$ cat config.mk
export PLATFORM = sky130hd
export DESIGN_NAME = unidade_controle_jogo_param
export DESIGN_NICKNAME = d
export VERILOG_FILES = /design/src/rtl/unidade_controle_jogo_param.sv
export SDC_FILE = /design/constraint.sdc
export NUM_CORES = 1
export LEC_CHECK = 0
export BUFFER_PORTS_ARGS = -buffer_cell sky130_fd_sc_hd__clkbuf_2
export CORE_MARGIN = 1.5
export CORE_UTILIZATION = 40
export CTS_BUF_LIST = sky130_fd_sc_hd__clkbuf_2
export CTS_CLUSTER_DIAMETER = 40
export CTS_CLUSTER_SIZE = 10
export DETAILED_ROUTE_END_ITERATION = 7
export PLACE_DENSITY = 0.63
export SKIP_LAST_GASP = 1
export SLEW_MARGIN = 20
export SYNTH_ARGS = -nofsm -noshare
export SYNTH_HDL_FRONTEND = slang
export SYNTH_SLANG_ARGS = --single-unit
$ cat constraint.sdc
create_clock -name clock -period 2.8 [get_ports clock]
set_input_delay 0.28 -clock clock [delete_from_list [all_inputs] [get_ports clock]]
set_output_delay 0.28 -clock clock [all_outputs]
set_load 0.005 [all_outputs]
$ cat src/rtl/unidade_controle_jogo_param.sv
// Parametrised Moore controller for the sequence-memory game (replay, timed plays, end states).
// Define JOGO_VIDAS_EN to compile in the lives mechanism (state C, `perde_vida`).
module unidade_controle_jogo_param #(
  parameter int ADDR_W         = 4,
  parameter int ROUNDS         = 16,
  parameter int TIMEOUT_CYCLES = 5000,
  parameter int SHOW_CYCLES    = 1000,
  parameter int GAP_CYCLES     = 250,
  parameter int LIVES          = 3
) (
  input  logic              clock,
  input  logic              reset,
  input  logic              iniciar,
  input  logic              jogada,
  input  logic              igual,
  output logic [ADDR_W-1:0] endereco,
  output logic [ADDR_W-1:0] rodada,
  output logic              zeraR,
  output logic              registraR,
  output logic              sinal_led,
  output logic [1:0]        vidas,
  output logic              acertou,
  output logic              errou,
  output logic              timeout,
  output logic              pronto,
  output logic [3:0]        db_estado
);

  localparam int DISP_MAX = (SHOW_CYCLES > GAP_CYCLES) ? SHOW_CYCLES : GAP_CYCLES;
  localparam int DISP_W   = $clog2(DISP_MAX + 1);
  localparam int TMO_W    = $clog2(TIMEOUT_CYCLES + 1);

  localparam logic [ADDR_W-1:0] LAST_ROUND = ADDR_W'(ROUNDS - 1);
  localparam logic [DISP_W-1:0] SHOW_LAST  = DISP_W'(SHOW_CYCLES - 1);
  localparam logic [DISP_W-1:0] GAP_LAST   = DISP_W'(GAP_CYCLES - 1);
  localparam logic [TMO_W-1:0]  TMO_LAST   = TMO_W'(TIMEOUT_CYCLES - 1);
`ifdef JOGO_VIDAS_EN
  localparam logic [1:0] VIDAS_INI = 2'(LIVES);
`else
  localparam logic [1:0] VIDAS_INI = 2'd1;
`endif

  if (ROUNDS < 1 || ROUNDS > 2**ADDR_W || GAP_CYCLES < 1 || LIVES < 1 || LIVES > 3) begin : g_param_check
    $error("unidade_controle_jogo_param: parameter out of range");
  end

  typedef enum logic [3:0] {
    S_INICIAL        = 4'h0,
    S_PREPARACAO     = 4'h1,
    S_INICIA_RODADA  = 4'h2,
    S_EXIBE          = 4'h3,
    S_EXIBE_PAUSA    = 4'h4,
    S_ZERA_ENDERECO  = 4'h5,
    S_ESPERA_JOGADA  = 4'h6,
    S_REGISTRA       = 4'h7,
    S_COMPARACAO     = 4'h8,
    S_ULTIMA_RODADA  = 4'h9,
    S_PROXIMO        = 4'hA,
    S_PROXIMA_RODADA = 4'hB,
    S_PERDE_VIDA     = 4'hC,
    S_FIM_ACERTOU    = 4'hD,
    S_FIM_ERROU      = 4'hE,
    S_FIM_TIMEOUT    = 4'hF
  } estado_t;

  estado_t           estado_q;
  logic [ADDR_W-1:0] endereco_q;
  logic [ADDR_W-1:0] rodada_q;
  logic [1:0]        vidas_q;
  logic [DISP_W-1:0] disp_q;
  logic [TMO_W-1:0]  tmo_q;
`ifdef JOGO_VIDAS_EN
  logic              causa_tmo_q;  // 1: life lost to a timeout, 0: to a wrong play
`endif

  // NOTE: every register here is written with <= in one clocked block; reset is
  // synchronous, so it is just the highest-priority branch of the same if.
  always_ff @(posedge clock) begin
    if (reset) begin
      estado_q    <= S_INICIAL;
      endereco_q  <= '0;
      rodada_q    <= '0;
      vidas_q     <= VIDAS_INI;
      disp_q      <= '0;
      tmo_q       <= '0;
`ifdef JOGO_VIDAS_EN
      causa_tmo_q <= 1'b0;
`endif
    end else begin
      case (estado_q)
        S_INICIAL: if (iniciar) estado_q <= S_PREPARACAO;
        S_PREPARACAO: begin
          rodada_q   <= '0;
          endereco_q <= '0;
          vidas_q    <= VIDAS_INI;
          estado_q   <= S_INICIA_RODADA;
        end
        S_INICIA_RODADA: begin
          endereco_q <= '0;
          disp_q     <= '0;
          estado_q   <= S_EXIBE;
        end
        S_EXIBE:
          if (disp_q == SHOW_LAST) begin
            disp_q   <= '0;
            estado_q <= (endereco_q == rodada_q) ? S_ZERA_ENDERECO : S_EXIBE_PAUSA;
          end else begin
            disp_q <= disp_q + 1'b1;
          end
        S_EXIBE_PAUSA:
          if (disp_q == GAP_LAST) begin
            disp_q     <= '0;
            endereco_q <= endereco_q + 1'b1;
            estado_q   <= S_EXIBE;
          end else begin
            disp_q <= disp_q + 1'b1;
          end
        S_ZERA_ENDERECO: begin
          endereco_q <= '0;
          tmo_q      <= '0;
          estado_q   <= S_ESPERA_JOGADA;
        end
        S_ESPERA_JOGADA:
          if (jogada) begin
            estado_q <= S_REGISTRA;
          end else if (tmo_q == TMO_LAST) begin
`ifdef JOGO_VIDAS_EN
            causa_tmo_q <= 1'b1;
            estado_q    <= S_PERDE_VIDA;
`else
            estado_q    <= S_FIM_TIMEOUT;
`endif
          end else begin
            tmo_q <= tmo_q + 1'b1;
          end
        S_REGISTRA: estado_q <= S_COMPARACAO;
        S_COMPARACAO:
          if (!igual) begin
`ifdef JOGO_VIDAS_EN
            causa_tmo_q <= 1'b0;
            estado_q    <= S_PERDE_VIDA;
`else
            estado_q    <= S_FIM_ERROU;
`endif
          end else if (endereco_q == rodada_q) begin
            estado_q <= S_ULTIMA_RODADA;
          end else begin
            estado_q <= S_PROXIMO;
          end
        S_ULTIMA_RODADA:
          estado_q <= (rodada_q == LAST_ROUND) ? S_FIM_ACERTOU : S_PROXIMA_RODADA;
        S_PROXIMO: begin
          endereco_q <= endereco_q + 1'b1;
          tmo_q      <= '0;
          estado_q   <= S_ESPERA_JOGADA;
        end
        S_PROXIMA_RODADA: begin
          rodada_q <= rodada_q + 1'b1;
          estado_q <= S_INICIA_RODADA;
        end
`ifdef JOGO_VIDAS_EN
        S_PERDE_VIDA:
          if (vidas_q == 2'd1) begin
            estado_q <= causa_tmo_q ? S_FIM_TIMEOUT : S_FIM_ERROU;
          end else begin
            vidas_q  <= vidas_q - 1'b1;
            estado_q <= S_INICIA_RODADA;
          end
`endif
        S_FIM_ACERTOU, S_FIM_ERROU, S_FIM_TIMEOUT:
          if (iniciar) estado_q <= S_PREPARACAO;
        default: estado_q <= S_INICIAL;
      endcase
    end
  end

  // NOTE: outputs are pure decodes of the state register, so no input reaches
  // an output combinationally and no latch can be inferred.
  assign db_estado = estado_q;
  assign endereco  = endereco_q;
  assign rodada    = rodada_q;
  assign vidas     = vidas_q;
  assign zeraR     = (estado_q == S_INICIAL) || (estado_q == S_PREPARACAO);
  assign registraR = (estado_q == S_REGISTRA);
  assign sinal_led = (estado_q == S_EXIBE);
  assign acertou   = (estado_q == S_FIM_ACERTOU);
  assign errou     = (estado_q == S_FIM_ERROU);
  assign timeout   = (estado_q == S_FIM_TIMEOUT);
  assign pronto    = acertou || errou || timeout;

endmodule
# Word level (Yosys, flattened, before mapping)
# Index checks and enable logic that the tools add are counted.
# totals
out_inout_bits,21
wordCells,68
in_bits,5
reg_bits,35
# op_classes
n_addsub,4
reduce_logical,15
n_mux,19
eq_ne,25
# ops
op,n
case mux 4 bit (10 select lines),1
== test 4 bit (second input constant),8
case mux 10 bit (3 select lines),1
2-to-1 mux 13 bit,2
case mux 13 bit (2 select lines),1
2-to-1 mux 4 bit,6
2-to-1 mux 10 bit,2
== test 4 x 3 -> 1 bit (second input constant),4
adder 13 x 1 -> 13 bit (second input constant),1
== test 13 bit (second input constant),1
case mux 4 bit (3 select lines),1
adder 10 x 1 -> 10 bit (second input constant),1
== test 10 bit (second input constant),1
== test 10 x 8 -> 1 bit (second input constant),1
adder 4 x 1 -> 4 bit (second input constant),2
== test 4 x 2 -> 1 bit (second input constant),2
case mux 4 bit (2 select lines),1
2-to-1 mux 3 bit,2
!= test 2 bit (second input constant),3
nonzero test 3 bit,2
== test 4 x 1 -> 1 bit (second input constant),1
== test 4 bit,1
zero test 4 bit,1
!= test 2 x 1 -> 1 bit (second input constant),2
other kinds (11),15

# Longest topological paths before layout
# Gate-level depths: netlist of the first run.
# depth
word_depth,4
mapped_depth,8
ltp_nobuf,7

# Least setup slack after synthesis of the first run
# Ideal clock, no wire load.
# synth_timing
path_type,register to register
startpoint,register tmo_q[3]
endpoint,"register estado_q[2], in the netlist db_estado[2]"
required_ps,2729
arrival_time_ps,2060
setup_time_ps,71
path_buffers,0
stages_incl_launch_ff,6
slack_ps,669
cell_sequence,dfxtp_1 > or4b_4 > or4_4 > a21o_1 > a2111o_1 > a21oi_1
# synth_via
elab_chain_cells,3
# synth_lines
item,line,source
"start, declared",71,logic [TMO_W-1:0] tmo_q;
"start signal, assigned",134,tmo_q <= tmo_q + 1'b1;
== test 13 bit,126,end else if (tmo_q == TMO_LAST) begin
!= test 3 bit (no line),-,
AND reduction 4 bit (no line),-,
"end signal, assigned",106,estado_q <= (endereco_q == rodada_q) ? S_ZERA_ENDERECO : S_EXIBE_PAUSA;
"end signal, assigned",151,estado_q <= (rodada_q == LAST_ROUND) ? S_FIM_ACERTOU : S_PROXIMA_RODADA;
"end, declared",66,estado_t estado_q;
# Every way passes these cells.
# A chain may end at the register's enable or synchronous reset.

# Worst setup path in the final report of the first run
# layout_timing
startpoint,register tmo_q[3]
endpoint,register tmo_q[9]
# layout_via
elab_chain_cells,4
word_cells_on_any_way,7
cone_classes,add/sub: 1; eq/ne: 2; mux: 3; reduce/logical: 1
# layout_lines
item,line,source
adder 13 x 1 -> 13 bit,134,
2-to-1 mux 13 bit,126,
2-to-1 mux 13 bit,124,if (jogada) begin
case mux 13 bit (2 select lines),90,case (estado_q)
# Several ways; a longest one is shown, not always the timed one. The select of a mux whose other input is x is not followed.

==> impl_metrics.json, run 1 <==
{
  "core_area_um2": 5440,
  "path_clk_slew_ps": 180,
  "setup_viol_count_final": 0,
  "antenna_found_initial": 0,
  "status": "finished clean",
  "io_buffers": 23,
  "holdBufCountCts": 0,
  "place.gp.congestion": 0.919,
  "crit_path_max_incr_delay_ps": 580,
  "post_synth_num_cell_types": 53,
  "htreeDepth": 2,
  "final_cell_area_um2": 2440,
  "holdPathStages": 4,
  "track_usage_pct": 19.2,
  "synth_top_area_share_pct": 31.4,
  "first_pass_iters": 4,
  "postCtsSetupBuffers": 0,
  "synthArstFlopShare_pct": 0,
  "slew_violations": 0,
  "critPathKind": "flop to flop",
  "worstHoldStart": "jogada",
  "holdPathEnd": "tmo_q[1]$_SDFFE_PP0P_",
  "start_util_pct": 41.1,
  "cp_num_buf_inv": 0,
  "path_max_fanout": 14,
  "syn_to_final_growth_pct": 9.30,
  "rrSetupSlack_ps": 420,
  "grt_pass1_vias": 1959,
  "die_h_um": 77.7,
  "die-area_um2": 6040,
  "worstPathCellList": "or4b_4 > or4_4 > a21boi_2 > nor4b_1 > mux2i_1",
  "skew_ps": 8.51,
  "reg2regPathDepth": 5,
  "vias": 2187,
  "cts_buffer_depth": 2,
  "antenna_cells": 0,
  "cts_buffers": 5,
  "root_buffer": "clkbuf_2",
  "worstSetupPathDepth": 5,
  "fillCellCount": 553,
  "io_pins": 26,
  "rsz0062_at_grt": "false",
  "reg2reg_from": "tmo_q[3]$_SDFFE_PP0P_",
  "multi_input_area_um2": 1440,
  "fin_total_pwr_mw": 1.57,
  "crit_family": "simple AND/OR/NAND/NOR gates",
  "seqCellArea_um2": 701,
  "r2r-end": "tmo_q[9]$_SDFFE_PP0P_",
  "p_leak_nw": 0.862,
  "max-slew-margin-rel_pct": 60.2,
  "mappedNetlistArea_um2": 2230,
  "synth_area_leaders": "dfxtp_1, a21oi_1, nand2_1",
  "period_share_pct": 85.1,
  "wirelength_um": 5360,
  "num_rows": 27,
  "drv_cap": 0,
  "final.setup.tns_ps": 0,
  "yosysTopAreaCell": "dfxtp_1",
  "drc_errors": 0,
  "critPathSlowestCell": "or4_4",
  "ys_ff_latch": 35,
  "drt-vias-per-instance": 5.79,
  "drive_gt1_share_pct": 16.3,
  "fin_nets": 315,
  "required_ps": 3100,
  "grt_pass1_wl_um": 9320,
  "synthCells": 287,
  "syn_nets": 297,
  "start_kind": "flop",
  "ys_warn_count": 0,
  "drt_iter0_drc": 136,
  "ir_drop_mv": 0.330,
  "final_core_util_pct": 44.9,
  "yosysSeqAreaShare_pct": 31.4,
  "cts_tree": "built",
  "grt_max_degree": 25,
  "dpl_cell_area_um2": 2400,
  "chipWidth_um": 77.7,
  "setup.worst_path.end_class": "flop",
  "fmaxAchievable_mhz": 420,
  "cts_sinks": 35,
  "ys.flop_type": "dfxtp_1",
  "grt.overflow.total": 0,
  "ant_nets": 0,
  "min-delay-path-class": "input pin to flop",
  "insertion_delay_ps": 400,
  "synth_enable_flop_cells": 0,
  "finalHoldViolations": 0,
  "power.density_nw_per_um2": 644,
  "wl_per_cell_um": 14.2,
  "syn_avg_cell_area_um2": 7.78,
  "worst_slew_pin_slew_ps": 590,
  "critPathArrivalTime_ps": 2680,
  "hpwl_um": 3850,
  "ctsResizeCount": 0,
  "fin_crit_ps": 2380
}
[worst min-delay path, stage by stage]
cell	delay (ps)
clkbuf_2	110
nor3_2	70
nand3_1	90
a21oi_1	50
[cells in the mapped netlist (all sizes together), types with 5 or more instances]
| cell | instances |
|---|---|
| dfxtp | 35 |
| nand2 | 28 |
| a21oi | 23 |
| nor2 | 22 |
| nand3 | 20 |
| clkbuf | 14 |
| o21ai | 14 |
| nand2b | 9 |
| or4 | 8 |
| a311oi | 7 |
| nor3 | 7 |
| xnor2 | 7 |
| nor2b | 6 |
| or2 | 6 |
| a22oi | 5 |
| and3 | 5 |
| ha | 5 |
| inv | 5 |
| o31ai | 5 |
[cells in the final DEF (no fill, tap or decap), types with 2 or more instances in the layout]
cell,count
conb_1,2
or2_2,6
a22oi_1,5
inv_1,5
a31oi_1,3
nand2_1,28
or4b_4,2
o311ai_0,2
buf_4,5
a211oi_1,3
nand2b_1,9
nor2b_1,6
nor4b_1,2
nor3b_1,2
nor4_1,2
nor2_1,22
a21oi_1,23
nor3_1,6
mux2i_1,4
or3_1,3
nand4_1,3
a311oi_1,7
dfxtp_1,35
clkbuf_2,30
xnor2_1,7
or4_1,7
o31ai_1,5
ha_1,5
and2_1,4
nand3_1,20
o21ai_0,14
a21boi_0,2
o211ai_1,2
and3_1,5
[logic make-up (layout without fill, tap and decap cells)]
logic type               Yosys count  count (layout)  synth area share (%)
XOR/XNOR                           8               8                  3.14
flip-flops                        35              35                  31.4
AO/OA/AOI/OAI                     77              77                  23.3
buffers and inverters             22              41                  4.20
adder cells (fa/ha/maj)            5               5                  2.80
other                              2               2                 0.336
AND/OR/NAND/NOR                  133             133                  32.6
multiplexers                       5               5                  2.30
[power breakdown]
part,switching (mW),total (mW),internal (mW),leakage (nW)
clock network,0.182,0.251,0.0682,0.0330
logic,0.426,0.705,0.279,0.546
registers,0.0801,0.616,0.536,0.283
total,0.689,1.57,0.884,0.862
[worst max path at each step]
stage | from | end
3_3_place_gp | tmo_q[3]$_SDFFE_PP0P_ | tmo_q[9]$_SDFFE_PP0P_
2_1_floorplan | tmo_q[3]$_SDFFE_PP0P_ | db_estado[2]$_SDFFE_PP0P_
4_1_cts | tmo_q[3]$_SDFFE_PP0P_ | tmo_q[9]$_SDFFE_PP0P_
3_5_place_dp | tmo_q[3]$_SDFFE_PP0P_ | tmo_q[9]$_SDFFE_PP0P_
5_1_grt | db_estado[1]$_SDFFE_PP0P_ | tmo_q[5]$_SDFFE_PP0P_
6_report | tmo_q[3]$_SDFFE_PP0P_ | tmo_q[9]$_SDFFE_PP0P_
[registers in the layout (all words and copies together) (netlist names)]
name	count
tmo_q	13
disp_q	10
db_estado	4
endereco	4
rodada	4
[through the flow]
step / hold WS [ps] / setup WS [ps] / cells
CTS: 224 / 431 / 378
global route: 215 / 277 / 378
floorplan: 447 / 669 / 287
finish: 238 / 417 / 378
global placement: 468 / 486 / 370
detailed placement: 474 / 440 / 370
[routing by layer]
metal | routed length, µm | GRT usage, % | up-vias
met2 | 2390 | 29.5 | 34
met4 | 71 | 6.73 | 0
met3 | 182 | 4.12 | 8
li1 | - | - | 1097
met5 | 0 | 0 | -
met1 | 2720 | 26.5 | 1048
[final cells by class]
cell class                      instances  share of cell area, %
Tap cell                               72                   3.69
Multi-Input combinational cell        230                   58.9
Sequential cell                        35                   28.7
Inverter                                5                  0.769
Clock buffer                            7                   1.44
Clock inverter                          1                  0.205
Timing Repair Buffer                   28                   6.25
(Power assumes the default switching activity.)
==> run 2: changes to the inputs <==
Settings changed: PLACE_DENSITY 0.63 to 0.65.
Clock period 2.8 ns to 2.1 ns, I/O delays scaled along.
==> run 2 against run 1 <==
  * The flow now finishes with violations (setup timing)
  * Cell area rose by 13%
  * Critical path depth did not move
  * Register-to-register slack got worse by 500 ps
  * Routed wire length rose by 5.6%
  * Worst setup slack got worse by 500 ps
  * Via count rose by 3.4%
  * Count of clock-buffer cells in the layout fell by 2
  * Clock power rose by 78%
  * Final cell count rose by 8.5%
  * Combinational power rose by 69%
  * Critical endpoint is now db_estado[2]$_SDFFE_PP0P_
==> impl_metrics.json, run 2 (synthesis gave the netlist of run 1 again) <==
{
  "drc_errors": 0,
  "setup_viol_count_final": 7,
  "drt_iter0_drc": 108,
  "holdPathStages": 4,
  "chipWidth_um": 77.7,
  "layout_common_cells": "buf_4, dfxtp_1, nand2_1, clkbuf_2",
  "die_h_um": 77.7,
  "start_util_pct": 41.1,
  "cts_buffer_depth": 2,
  "io_buffers": 23,
  "hpwl_um": 4260,
  "track_usage_pct": 20.1,
  "hold_slack_ps": 196,
  "postCtsSetupBuffers": 0,
  "antenna_cells": 0,
  "cts_sinks": 35,
  "root_buffer": "clkbuf_2",
  "p_leak_nw": 1.04,
  "worstHoldStart": "jogada",
  "antenna_found_initial": 0,
  "die-area_um2": 6040,
  "fin_nets": 347,
  "power.density_nw_per_um2": 886,
  "path_max_fanout": 5,
  "insertion_delay_ps": 390,
  "cts_buffers": 5,
  "reg2regPathDepth": 5,
  "ant_nets": 0,
  "wl_per_cell_um": 13.8,
  "cp_num_buf_inv": 0,
  "final_cell_area_um2": 2760,
  "htreeDepth": 2,
  "cts_tree": "built",
  "violations": "setup timing",
  "start_kind": "flop",
  "reg.largest.list": "tmo_q (13), disp_q (10)",
  "largest_reg_flops": 13,
  "syn_to_final_growth_pct": 23.5,
  "fin_crit_ps": 2180,
  "final_core_util_pct": 50.7,
  "required_ps": 2450,
  "drv_cap": 0,
  "critPathArrivalTime_ps": 2530,
  "wirelength_um": 5660,
  "final.setup.tns_ps": -159,
  "holdPathEnd": "db_estado[3]$_SDFFE_PP0P_",
  "critPathSlowestCell": "or4_4",
  "finalHoldViolations": 0,
  "crit_family": "simple AND/OR/NAND/NOR gates",
  "period_share_pct": 104,
  "rrSetupSlack_ps": -80,
  "skew_ps": 26.3,
  "holdBufCountCts": 0,
  "num_rows": 27,
  "worst_slack_ps": -80.5,
  "rsz0062_at_grt": "true",
  "grt_pass1_wl_um": 9800,
  "grt.overflow.total": 0,
  "critPathKind": "flop to flop",
  "vias": 2261,
  "r2r-end": "db_estado[2]$_SDFFE_PP0P_",
  "fmaxAchievable_mhz": 459,
  "drt-vias-per-instance": 5.51,
  "setup.worst_path.end_class": "flop",
  "min-delay-path-class": "input pin to flop",
  "dpl_cell_area_um2": 2680,
  "worstPathCellList": "or4b_4 > or4_4 > a21o_4 > a2111o_1 > a21oi_1",
  "path_clk_slew_ps": 210,
  "first_pass_iters": 4,
  "crit_path_max_incr_delay_ps": 590,
  "reg2reg_from": "tmo_q[3]$_SDFFE_PP0P_",
  "place.gp.congestion": 0.828,
  "core_area_um2": 5440,
  "slew_violations": 0,
  "grt_max_degree": 24,
  "grt_pass1_vias": 2150,
  "regMostFlops": "tmo_q",
  "io_pins": 26,
  "ir_drop_mv": 0.492,
  "status": "finished, violations left",
  "layout_commonest_cell": "buf_4",
  "drive_gt1_share_pct": 24.9
}
[run 2: area by class of cell]
class / instances / area [µm²]
flip-flops and latches: 35 / 702
multi-input cells: 230 / 1460
clock inverters: 3 / 42.5
inverters: 5 / 18.8
fillers: 544 / 2680
repair buffers: 60 / 418
clock buffers: 5 / 25.0
well taps: 72 / 90.1
[run 2: report_power, final]
group | switching (mW) | internal, mW | leakage, nW | total, mW
registers | 0.0882 | 0.716 | 0.283 | 0.804
logic | 0.638 | 0.552 | 0.718 | 1.19
clock network | 0.246 | 0.202 | 0.0410 | 0.448
total | 0.973 | 1.47 | 1.04 | 2.44
[run 2: worst register-to-register path: cells and delay by family, from the launching register on]
kind / cells / cell delay [ps]
compound gates: 3 / 660
flops: 1 / 360
simple gates: 2 / 1120
[run 2: what timing repair did]
action,4_1_cts,5_1_grt
pin swaps,1,0
setup endpoints to repair,5,20
gates resized for setup,0,5
[run 2: worst max path at each step]
stage	start	to	slack, ps	depth (start not counted)
finish	tmo_q[3]$_SDFFE_PP0P_	db_estado[2]$_SDFFE_PP0P_	-80	5
floorplan	disp_q[0]$_SDFFE_PP0P_	db_estado[2]$_SDFFE_PP0P_	-20	7
CTS	tmo_q[3]$_SDFFE_PP0P_	db_estado[2]$_SDFFE_PP0P_	-60	5
global placement	tmo_q[3]$_SDFFE_PP0P_	db_estado[2]$_SDFFE_PP0P_	-20	5
detailed placement	tmo_q[3]$_SDFFE_PP0P_	db_estado[2]$_SDFFE_PP0P_	-30	5
global route	tmo_q[3]$_SDFFE_PP0P_	db_estado[2]$_SDFFE_PP0P_	-140	5
[run 2: stage by stage]
stage | power, mW | setup WS, ps | instances
after floorplan | 1.53 | -22.0 | 287
after global placement | 1.99 | -15.4 | 402
after detailed placement | 1.98 | -31.3 | 402
after CTS | 2.44 | -57.6 | 410
after global routing | 2.64 | -141 | 410
final | 2.44 | -80.5 | 410
[run 2: per-layer routing]
metal	global-route usage, %	part of all wire [%]	wire (µm)	vias to the layer above
li1	-	-	-	1162
met1	25.9	47	2660	1055
met2	33.7	49	2770	39
met3	4.12	3.2	179	5
met4	6.00	0.92	52	0
met5	0	0	0	-
==> run 3: changes to the inputs <==
Settings changed: PLACE_DENSITY 0.65 to 0.63, RECOVER_POWER from default to 50.
Clock period 2.1 ns to 2.55 ns, I/O delays scaled along.
==> run 3 against run 2 <==
  * The flow now finishes without violations
  * Sequential power is 19% lower
  * Flip-flop and latch count stayed put
  * Die area stayed put
  * Largest power group unchanged
  * Cell area is 9.8% lower
  * Critical endpoint is now db_estado[1]$_SDFFE_PP0P_
  * Worst hold slack better by 25 ps
  * Routed wire length is 2.5% lower
  * Utilization is 5.0 points lower
  * First-iteration DRC count is 10% higher
==> impl_metrics.json, run 3 (synthesis gave the netlist of run 1 again) <==
{
  "start_kind": "flop",
  "layout_common_cells": "dfxtp_1, nand2_1, clkbuf_2, a21oi_1, nor2_1",
  "ant_nets": 0,
  "setup_viol_count_final": 0,
  "drt_iter0_drc": 119,
  "status": "finished clean",
  "antenna_cells": 0,
  "num_rows": 27,
  "regMostFlops": "tmo_q",
  "fin_nets": 322,
  "cts_tree": "built",
  "cts_buffer_depth": 2,
  "die_h_um": 77.7,
  "reg2reg_from": "tmo_q[3]$_SDFFE_PP0P_",
  "worstHoldStart": "jogada",
  "htreeDepth": 2,
  "core_area_um2": 5440,
  "setup.worst_path.end_class": "flop",
  "hpwl_um": 3950,
  "drive_gt1_share_pct": 16.3,
  "root_buffer": "clkbuf_2",
  "postCtsSetupBuffers": 0,
  "worst_slew_pin_slew_ps": 641,
  "reg.largest.list": "tmo_q (13), disp_q (10)",
  "grt_max_degree": 25,
  "final_cell_area_um2": 2490,
  "critPathSlowestCell": "or4_1",
  "crit_path_max_incr_delay_ps": 660,
  "cts_sinks": 35,
  "io_buffers": 23,
  "vias": 2170,
  "fin_total_pwr_mw": 1.76,
  "final.setup.tns_ps": 0,
  "max-slew-margin-rel_pct": 57.1,
  "start_util_pct": 41.1,
  "syn_to_final_growth_pct": 11.3,
  "first_pass_iters": 4,
  "required_ps": 2860,
  "critPathKind": "flop to flop",
  "wl_per_cell_um": 14.4,
  "fmaxAchievable_mhz": 416,
  "p_leak_nw": 0.875,
  "startpoint": "tmo_q[3]$_SDFFE_PP0P_",
  "place.gp.congestion": 0.897,
  "path_max_fanout": 7,
  "chipWidth_um": 77.7,
  "antenna_found_initial": 0,
  "path_clk_slew_ps": 180,
  "crit_top_cell": "a21oi_1",
  "dpl_cell_area_um2": 2450,
  "grt_pass1_wl_um": 9230,
  "finalHoldViolations": 0,
  "drt-vias-per-instance": 5.65,
  "stdcell_count": 384,
  "wirelength_um": 5520,
  "slew_violations": 0,
  "final_core_util_pct": 45.7,
  "skew_ps": 13.7,
  "power.density_nw_per_um2": 708,
  "drv_cap": 0,
  "grt.overflow.total": 0,
  "hold_slack_ps": 221,
  "grt_pass1_vias": 1934,
  "min-delay-path-class": "input pin to flop",
  "die-area_um2": 6040,
  "io_pins": 26,
  "track_usage_pct": 19.0,
  "critPathArrivalTime_ps": 2710,
  "period_share_pct": 94.2,
  "placedCellCount": 377,
  "fin_crit_ps": 2400,
  "ir_drop_mv": 0.309,
  "holdBufCountCts": 0,
  "insertion_delay_ps": 390,
  "rsz0062_at_grt": "true",
  "layout_commonest_cell": "dfxtp_1",
  "drc_errors": 0,
  "cts_buffers": 5,
  "worst_slack_ps": 149,
  "largest_reg_flops": 13,
  "pre_cts_slack_ps": 130,
  "worstPathCellList": "or4b_4 > or4_1 > a21oi_1 > a21oi_1 > a311oi_1"
}
==> run 3: cell types whose count changed in the layout (fill, tap and decap cells not counted), sizes merged <==
cell	previous run	this run
buf	37	10
bufinv	1	0
clkbuf	28	30
clkinv	1	2
inv	6	5
==> run 3: worst paths after layout <==
check / cells past startpoint / slack (ps) / end
worst max-delay path: 5 / 150 / db_estado[1]$_SDFFE_PP0P_
worst min-delay path: 4 / 220 / tmo_q[1]$_SDFFE_PP0P_
worst max register to register: 5 / 150 / db_estado[1]$_SDFFE_PP0P_
worst min register to register: 2 / 500 / tmo_q[9]$_SDFFE_PP0P_
==> run 3: cell type report <==
cell class | count | area (µm²)
Clock buffer | 5 | 25.0
Clock inverter | 2 | 8.76
Fill cell | 560 | 2950
Inverter | 5 | 18.8
Multi-Input combinational cell | 230 | 1450
Sequential cell | 35 | 701
Tap cell | 72 | 90.1
Timing Repair Buffer | 35 | 196
==> run 3: power by group <==
part | total (mW) | internal (mW) | leakage [nW] | switching (mW)
clock | 0.250 | 0.0579 | 0.0262 | 0.193
combinational | 0.856 | 0.342 | 0.566 | 0.514
sequential | 0.655 | 0.589 | 0.283 | 0.0664
total | 1.76 | 0.989 | 0.875 | 0.773
==> run 3: metal layers <==
layer / vias to the layer above / GRT usage, % / share of wire (%)
li1: 1115 / - / -
met1: 1005 / 26.4 / 51
met2: 40 / 29.0 / 44
met3: 10 / 4.00 / 3.1
met4: 0 / 6.73 / 1.6
met5: - / 0 / 0
==> run 3: worst max-delay path: cells and delay by family (launching register included) <==
kind               cells  cell delay [ps]
and+or+nand+nor        2             1210
AOI/OAI and AO/OA      3              710
DFF                    1              390
==> run 3: timing repair <==
action,4_1_cts,5_1_grt
endpoints found under the setup margin,0,6
endpoints found under the hold margin,0,0
gates resized for setup,0,2
